$ cat config.mk
export PLATFORM = sky130hd
export DESIGN_NAME = instr_router
export DESIGN_NICKNAME = d
export VERILOG_FILES = /design/src/rtl/router_pkg.sv /design/src/rtl/route_fifo.sv /design/src/rtl/instr_router.sv
export SDC_FILE = /design/constraint.sdc
export NUM_CORES = 1
export LEC_CHECK = 0
export BUFFER_PORTS_ARGS = -buffer_cell sky130_fd_sc_hd__buf_2
export CORE_ASPECT_RATIO = 1.25
export CORE_MARGIN = 8
export CORE_UTILIZATION = 35
export DETAILED_ROUTE_END_ITERATION = 7
export PLACE_DENSITY = 0.61
export SLEW_MARGIN = 30
export SYNTH_ARGS = -nofsm -noshare
export SYNTH_HDL_FRONTEND = slang
export SYNTH_SLANG_ARGS = --single-unit
$ cat constraint.sdc
create_clock -name clk -period 6.8 [get_ports clk]
set_input_delay 1.02 -clock clk [delete_from_list [all_inputs] [get_ports clk]]
set_output_delay 1.02 -clock clk [all_outputs]
set_load 0.01 [all_outputs]
$ cat src/rtl/router_pkg.sv
// Shared constants and helpers for the instruction router.
// Channel indices and FIFO pointer sizing.
package router_pkg;

  localparam int CH_SELF  = 0;
  localparam int CH_LEFT  = 1;
  localparam int CH_RIGHT = 2;

  // Index bits plus one lap bit so full and empty differ.
  function automatic int ptr_w(input int depth);
    return $clog2(depth) + 1;
  endfunction

endpackage

$ cat src/rtl/route_fifo.sv
// Per-channel instruction FIFO with valid/ready style push/pop.
// Head output reads as zero while empty.
module route_fifo
  import router_pkg::*;
#(
  parameter int WIDTH = 32,
  parameter int DEPTH = 4
) (
  input  logic             clk,
  input  logic             rst_n,
  input  logic             push,
  input  logic [WIDTH-1:0] din,
  input  logic             pop,
  output logic [WIDTH-1:0] dout,
  output logic             empty,
  output logic             full
);

  localparam int AW = $clog2(DEPTH);
  localparam int PW = ptr_w(DEPTH);

  logic [WIDTH-1:0] mem [DEPTH];
  logic [PW-1:0]    wr_ptr;
  logic [PW-1:0]    rd_ptr;
  logic             do_push;
  logic             do_pop;

  assign empty   = (wr_ptr == rd_ptr);
  assign full    = (wr_ptr[AW-1:0] == rd_ptr[AW-1:0])
                && (wr_ptr[AW] != rd_ptr[AW]);
  assign do_push = push && !full;
  assign do_pop  = pop && !empty;
  assign dout    = empty ? '0 : mem[rd_ptr[AW-1:0]];

  // Pointer update; reset drops queued words.
  always_ff @(posedge clk) begin
    if (!rst_n) begin
      wr_ptr <= '0;
      rd_ptr <= '0;
    end else begin
      if (do_push) wr_ptr <= wr_ptr + PW'(1);
      if (do_pop)  rd_ptr <= rd_ptr + PW'(1);
    end
  end

  // Storage write; contents survive reset.
  always_ff @(posedge clk) begin
    if (rst_n && do_push) begin
      mem[wr_ptr[AW-1:0]] <= din;
    end
  end

endmodule

$ cat src/rtl/instr_router.sv
// Instruction dispatcher: unicast/broadcast fan-out into
// per-channel FIFOs, illegal selects dropped with a pulse.
module instr_router
  import router_pkg::*;
#(
  parameter int WIDTH    = 32,
  parameter int CHANNELS = 3,
  parameter int DEPTH    = 4,
  parameter int SEL_W    = (CHANNELS > 1) ? $clog2(CHANNELS) : 1
) (
  input  logic                      clk,
  input  logic                      rst_n,
  input  logic                      in_valid,
  output logic                      in_ready,
  input  logic [SEL_W-1:0]          in_sel,
  input  logic                      in_bcast,
  input  logic [WIDTH-1:0]          in_instr,
  output logic [CHANNELS-1:0]       out_valid,
  input  logic [CHANNELS-1:0]       out_ready,
  output logic [CHANNELS*WIDTH-1:0] out_instr,
  output logic                      sel_err
);

  localparam logic [SEL_W:0] N_CH = (SEL_W+1)'(CHANNELS);

  logic [CHANNELS-1:0] push;
  logic [CHANNELS-1:0] pop;
  logic [CHANNELS-1:0] empty;
  logic [CHANNELS-1:0] full;
  logic                sel_legal;
  logic                sel_full;
  logic                accept;

  assign sel_legal = ({1'b0, in_sel} < N_CH);
  assign out_valid = ~empty;
  assign pop       = out_valid & out_ready;

  // Ready from registered full flags; push fan-out on accept.
  always_comb begin
    sel_full = 1'b0;
    push     = '0;
    for (int c = 0; c < CHANNELS; c++) begin
      if (in_sel == SEL_W'(c)) sel_full = full[c];
    end
    if (in_bcast)       in_ready = ~|full;
    else if (sel_legal) in_ready = !sel_full;
    else                in_ready = 1'b1;
    accept = in_valid && in_ready;
    for (int c = 0; c < CHANNELS; c++) begin
      push[c] = accept
             && (in_bcast || (sel_legal && in_sel == SEL_W'(c)));
    end
  end

  // One pulse per dropped illegal word.
  always_ff @(posedge clk) begin
    if (!rst_n) sel_err <= 1'b0;
    else        sel_err <= in_valid && !in_bcast && !sel_legal;
  end

  for (genvar c = 0; c < CHANNELS; c++) begin : g_ch
    route_fifo #(
      .WIDTH (WIDTH),
      .DEPTH (DEPTH)
    ) u_fifo (
      .clk   (clk),
      .rst_n (rst_n),
      .push  (push[c]),
      .din   (in_instr),
      .pop   (pop[c]),
      .dout  (out_instr[c*WIDTH +: WIDTH]),
      .empty (empty[c]),
      .full  (full[c])
    );
  end

endmodule

Word level (Yosys, flattened, before mapping):

Memory sizes are Yosys's and may differ from the RTL's. A register that Yosys moved wholly into a read port is not among the register bits.
Cells that the tools add are included.

* flip-flop bits (word level): 19
* latch bits: 0
* memory bits (writable): 384
* memory bits (read-only): 0
* bits of input ports: 41
* output and inout port bits: 101
* logic and storage cells: 86
* memories kept: 3

Memories
* g_ch[0].u_fifo.mem: depth 4, bits a word 32, rd ports 1, clocked after Yosys merged registers in 1, write ports 1, RTL line route_fifo.sv:22 `logic [WIDTH-1:0] mem [DEPTH];`
* g_ch[1].u_fifo.mem: depth 4, bits a word 32, rd ports 1, clocked after Yosys merged registers in 1, write ports 1, RTL line route_fifo.sv:22
* g_ch[2].u_fifo.mem: depth 4, bits a word 32, rd ports 1, clocked after Yosys merged registers in 1, write ports 1, RTL line route_fifo.sv:22

* add/subtract/negate cells: 6
* multiply operators: 0
* divide/modulo/power cells: 0
* order comparisons: 1
* equal/unequal tests: 11
* shifts and indexed selects: 0
* mux-type cells: 20
* bitwise gates (word level): 2
* reductions and logical operators: 36

Operators with widths (count)
* $mux 32: 3
* $logic_and 1x1->1: 21
* $add 3x1->3 const B: 6
* $mux 2: 6
* $mux 1: 11
* $logic_not 1->1: 10
* $eq 3x3->1: 3
* $eq 2x2->1: 3
* $and 3x3->3: 1
* $logic_or 1x1->1: 3
* $ne 1x1->1: 3
* $not 3->3: 1
* $reduce_or 3->1: 1
* $eq 2x1->1 const B: 1
* $eq 2x2->1 const B: 1
* $logic_not 2->1: 1
* $lt 2x2->1 const B: 1

Longest topological paths before layout:

* depth after elaboration: 14
* gate-level depth with buffers: 6

By module:

Synthesis repeated with hierarchy kept, for this count alone.

* cells, all modules: 843
* area total of the unflattened synthesis: 16385.7 sq um

Modules (own cells, without submodules)
* route_fifo: instances 3, cells each 273, area each 5403.9 sq um, seq. area each 4003.8 sq um
* instr_router: instances 1, cells each 24, area each 173.9 sq um, seq. area each 20.0 sq um

Least setup slack after synthesis:

OpenSTA, ideal clock, no wires.

* path kind: in2reg
* start point: input port in_sel[0]
* end point: memory g_ch[2].u_fifo.mem[1][0] (enable)
* setup time: 0.513 ns
* arrival time: 5.068 ns
* path slack: 1.220 ns
* cell stages on the path: 4
* cells stage by stage: a311oi_1 -> o31ai_2 -> and2_4 -> nor4b_1

* longest elaborated chain between the ends: 13
* elaborated cells on any way between the ends: 18
* classes of those cells: 1 x order compare; 2 x eq/ne; 7 x mux; 8 x reduce/logical

Ends and longest elaborated chain
* start: declaration: RTL line instr_router.sv:15 `input logic [SEL_W-1:0] in_sel,`
* $logic_not 2->1: RTL line instr_router.sv:43 `if (in_sel == SEL_W'(c)) sel_full = full[c];`
* $mux 1 (3 in series): RTL line instr_router.sv:43
* $logic_not 1->1: RTL line instr_router.sv:46 `else if (sel_legal) in_ready = !sel_full;`
* $mux 1: RTL line instr_router.sv:46
* $mux 1: RTL line instr_router.sv:45 `if (in_bcast) in_ready = ~|full;`
* $logic_and 1x1->1: RTL line instr_router.sv:48 `accept = in_valid && in_ready;`
* $logic_and 1x1->1 (*): RTL line instr_router.sv:51 `&& (in_bcast || (sel_legal && in_sel == SEL_W'(c)));`
* $logic_and 1x1->1 (*): RTL line route_fifo.sv:31 `assign do_push = push && !full;`
* $logic_and 1x1->1 (*): RTL line route_fifo.sv:48 `if (rst_n && do_push) begin`
* $mux 1 (*): RTL line route_fifo.sv:48
* $mux 1 (not written as such) (*): RTL line route_fifo.sv:49 `mem[wr_ptr[AW-1:0]] <= din;`
* end: declaration: RTL line route_fifo.sv:22

Mark *: on every way between the ends. The rest lies on a longest branch, timed or not.

Worst setup path after layout:

* start point: register g_ch[1].u_fifo.wr_ptr[1]
* end point: output port out_instr[52]

* longest elaborated chain between the ends: 2

Ends and longest elaborated chain
* start: declaration: RTL line route_fifo.sv:23 `logic [PW-1:0] wr_ptr;`
* start signal: assignment: RTL line route_fifo.sv:41 `if (do_push) wr_ptr <= wr_ptr + PW'(1);`
* $eq 3x3->1: RTL line route_fifo.sv:28 `assign empty = (wr_ptr == rd_ptr);`
* $mux 32: RTL line route_fifo.sv:33 `assign dout = empty ? '0 : mem[rd_ptr[AW-1:0]];`
* end: declaration: RTL line instr_router.sv:20 `output logic [CHANNELS*WIDTH-1:0] out_instr,`

Every way passes these cells.

==> flow_summary.yaml <==
outcome:
  status: "finished clean"
routing:
  drt_iter0_markers: 429
  drc: 0
  drtAntennaViolNets: 0
  wl_um: 36800
  vias: 7782
  wire_per_inst_um: 23.6
  routed_via_density: 4.99
  dr.pass1.iters: 4
timing:
  drv_slew: 0
  min_period_ps: 3900
  fmax_mhz: 256
  fin_crit_sh: 0.574
  hold_viol_final: 0
  fin_worst_skew_ps: 18.5
  worstMarginPinSlew_ps: 929
  worst_hold_slack_ps: 479
  setup_viol: 0
  slew_headroom: 0.376
  rsz0062_at_grt: "no"
  setup_ws_ps: 2900
  finalSetupTns_ps: 0
placement:
  dpl.cell_count: 1479
  routabilityCongestion: 0.715
  io_buffer_count: 141
  dp.final_hpwl_um: 22900
  pre_cts_ws_ps: 3190
worst_hold_path:
  hold_end: "g_ch[2].u_fifo.wr_ptr[2]"
  worstHoldPathType: "flip-flop to flip-flop"
  holdCritStartpoint: "g_ch[2].u_fifo.wr_ptr[2]"
  hold_depth: 2
cts:
  cts_inserted_buffers: 42
  hold_buffers: 0
  cts_resized: 0
  clock_sinks: 409
  cts_root_buffer: "clkbuf_16"
  cts_buffer_depth: 3
  clk_pin_slew_ps: 60
  cts_tree: "done"
  postCtsSetupRepairBufs: 0
  htreeDepth: 2
  clkLatencyLatePin_ps: 540
finish:
  fill_cells: 4007
  multi_input_area_um2: 3820
  stdcell_count: 1558
  drive_above_1_share: 0.356
  ff_latch_area_um2: 12100
  antennaDiodeCount: 0
  nNetsFinal: 1002
  areaGrowthSynthToFinish_pct: 18.5
die:
  num_rows: 87
  core_um2: 45100
  die_y_um: 255
  die_area_um2: 52700
  num_io_pins: 142
  start_util: 0.354
  die_w_um: 207
worst_setup_path:
  cp-end-kind: "primary output"
  cp-start-kind: "flip-flop"
  cp_max_fo: 19
  ff2ff_path_depth: 6
  rr_endpoint: "g_ch[2].u_fifo.mem[2][27]"
  arrival_ps: 2880
  worstSetupPathType: "flip-flop to primary output"
  cp.required_ps: 5780
  startpoint: "g_ch[1].u_fifo.wr_ptr[1]"
  r2r_setup_slack_ps: 4030
  rr_startpoint: "g_ch[0].u_fifo.wr_ptr[0]"
global_routing:
  antenna_found_initial: 5
  grt_pass1_wl_um: 54300
  grt_overflow: 0
  grt_max_degree: 35
  grt_use_total: 0.141
  grt_pass1_vias: 8262
logic_synthesis:
  synth_seq_cells: 409
  syn_inst: 768
  async_flop_share: 0
  yosysSeqAreaShare: 0.754
  netlist_area_um2: 16000
  ys_types: 38
  synth_edf_count: 384
  postSynthAreaPerCell_um2: 20.8
  ys_warn_count: 0
  synth_ff_type: "edfxtp_1"
  syn_nets: 824
flow_run:
  drv_cap: 0
pwr:
  total_power_w: 0.00607
  p_per_area_nw_per_um2: 321
  max-vdd-ir-drop_mv: 0.162
  p_leak_nw: 6.37
[cells in the mapped netlist (3+ instances only)]
| cell type | n | share of area |
|---|---|---|
| edfxtp_1 | 384 | 0.72 |
| and2_1 | 102 | 0.040 |
| mux4_2 | 96 | 0.14 |
| dfxtp_1 | 25 | 0.031 |
| nand2_1 | 24 | 0.0056 |
| clkbuf_1 | 22 | 0.0052 |
| ha_1 | 15 | 0.012 |
| mux2i_1 | 12 | 0.0075 |
| inv_1 | 11 | 0.0026 |
| buf_2 | 9 | 0.0028 |
| xnor2_1 | 9 | 0.0049 |
| nand3_1 | 8 | 0.0025 |
| nor2b_1 | 6 | 0.0024 |
| nor4b_2 | 6 | 0.0056 |
| xor2_1 | 6 | 0.0033 |
| a211oi_1 | 4 | 0.0019 |
| nand2b_1 | 4 | 0.0016 |
| nand3b_1 | 3 | 0.0014 |
[routing by layer]
metal,track usage,part of all wire,vias up,wire [µm]
li1,-,-,3428,-
met1,0.176,0.42,4109,15400
met2,0.247,0.51,182,19000
met3,0.0235,0.045,59,1670
met4,0.0433,0.022,4,800
met5,0,0.00073,-,27
[through the flow]
stage | area (µm²) | util
after global placement | 17500 | 0.389
after detailed placement | 17500 | 0.389
after global routing | 18900 | 0.420
final | 18900 | 0.420
after CTS | 18900 | 0.419
after floorplan | 16000 | -
[flip-flops by register name, indices dropped and copies added (netlist names), named ones only]
name and cells:
g_ch.u_fifo.mem 384, g_ch.u_fifo.wr_ptr 9, g_ch.u_fifo.rd_ptr 9, sel_err 1
[worst max-delay path: stages (launching register included)]
cell and delay [ps]:
dfxtp_1 360, xnor2_1 380, nand3b_1 730, buf_4 510, and2_1 190, buf_2 140
[worst max-delay path by stage]
| stage | end | slack (ps) | cells past startpoint |
|---|---|---|---|
| 3_3_place_gp | g_ch[2].u_fifo.mem[0][23] | 2820 | 4 |
| 6_report | out_instr[52] | 2900 | 5 |
| 5_1_grt | out_instr[33] | 2730 | 5 |
| 4_1_cts | out_instr[52] | 2840 | 5 |
| 2_1_floorplan | g_ch[2].u_fifo.mem[1][0] | 1220 | 4 |
| 3_5_place_dp | in_ready | 3190 | 7 |
[kinds of logic (layout without fill, tap and decap cells)]
| logic type | Yosys count | after routing | share of synthesized area |
|---|---|---|---|
| flops | 409 | 409 | 0.754 |
| xor+xnor | 15 | 15 | 0.00823 |
| simple gates | 162 | 162 | 0.0644 |
| compound gates | 13 | 13 | 0.00596 |
| buf+inv | 46 | 258 | 0.0127 |
| fa+ha+maj | 15 | 15 | 0.0118 |
| mux | 108 | 108 | 0.143 |
[final cells by class]
cell class,count,area share
Multi-Input combinational cell,313,0.202
Tap cell,578,0.0382
Clock buffer,48,0.0584
Sequential cell,409,0.637
Timing Repair Buffer,169,0.0486
Inverter,11,0.00218
Clock inverter,30,0.0129
[power breakdown]
part	leakage [nW]	internal, W	switching, W
Clock	0.666	0.00129	0.000951
Combinational	2.02	0.000428	0.000458
Sequential	3.68	0.00281	0.000134
Total	6.37	0.00453	0.00154
[cell usage in the layout, fill, tap and decap left out, drive strengths merged, types with 6 or more instances in the layout]
master  Yosys  final
and2      103    103
nor4b       8      8
ha         15     15
buf        11    169
clkbuf     22     48
nand3       8      8
mux2i      12     12
xor2        6      6
clkinv      0     22
xnor2       9      9
mux4       96     96
nand2      24     24
dfxtp      25     25
inv        11     14
edfxtp    384    384
nor2b       6      6
Note: power is estimated with default switching activity, not from simulation.
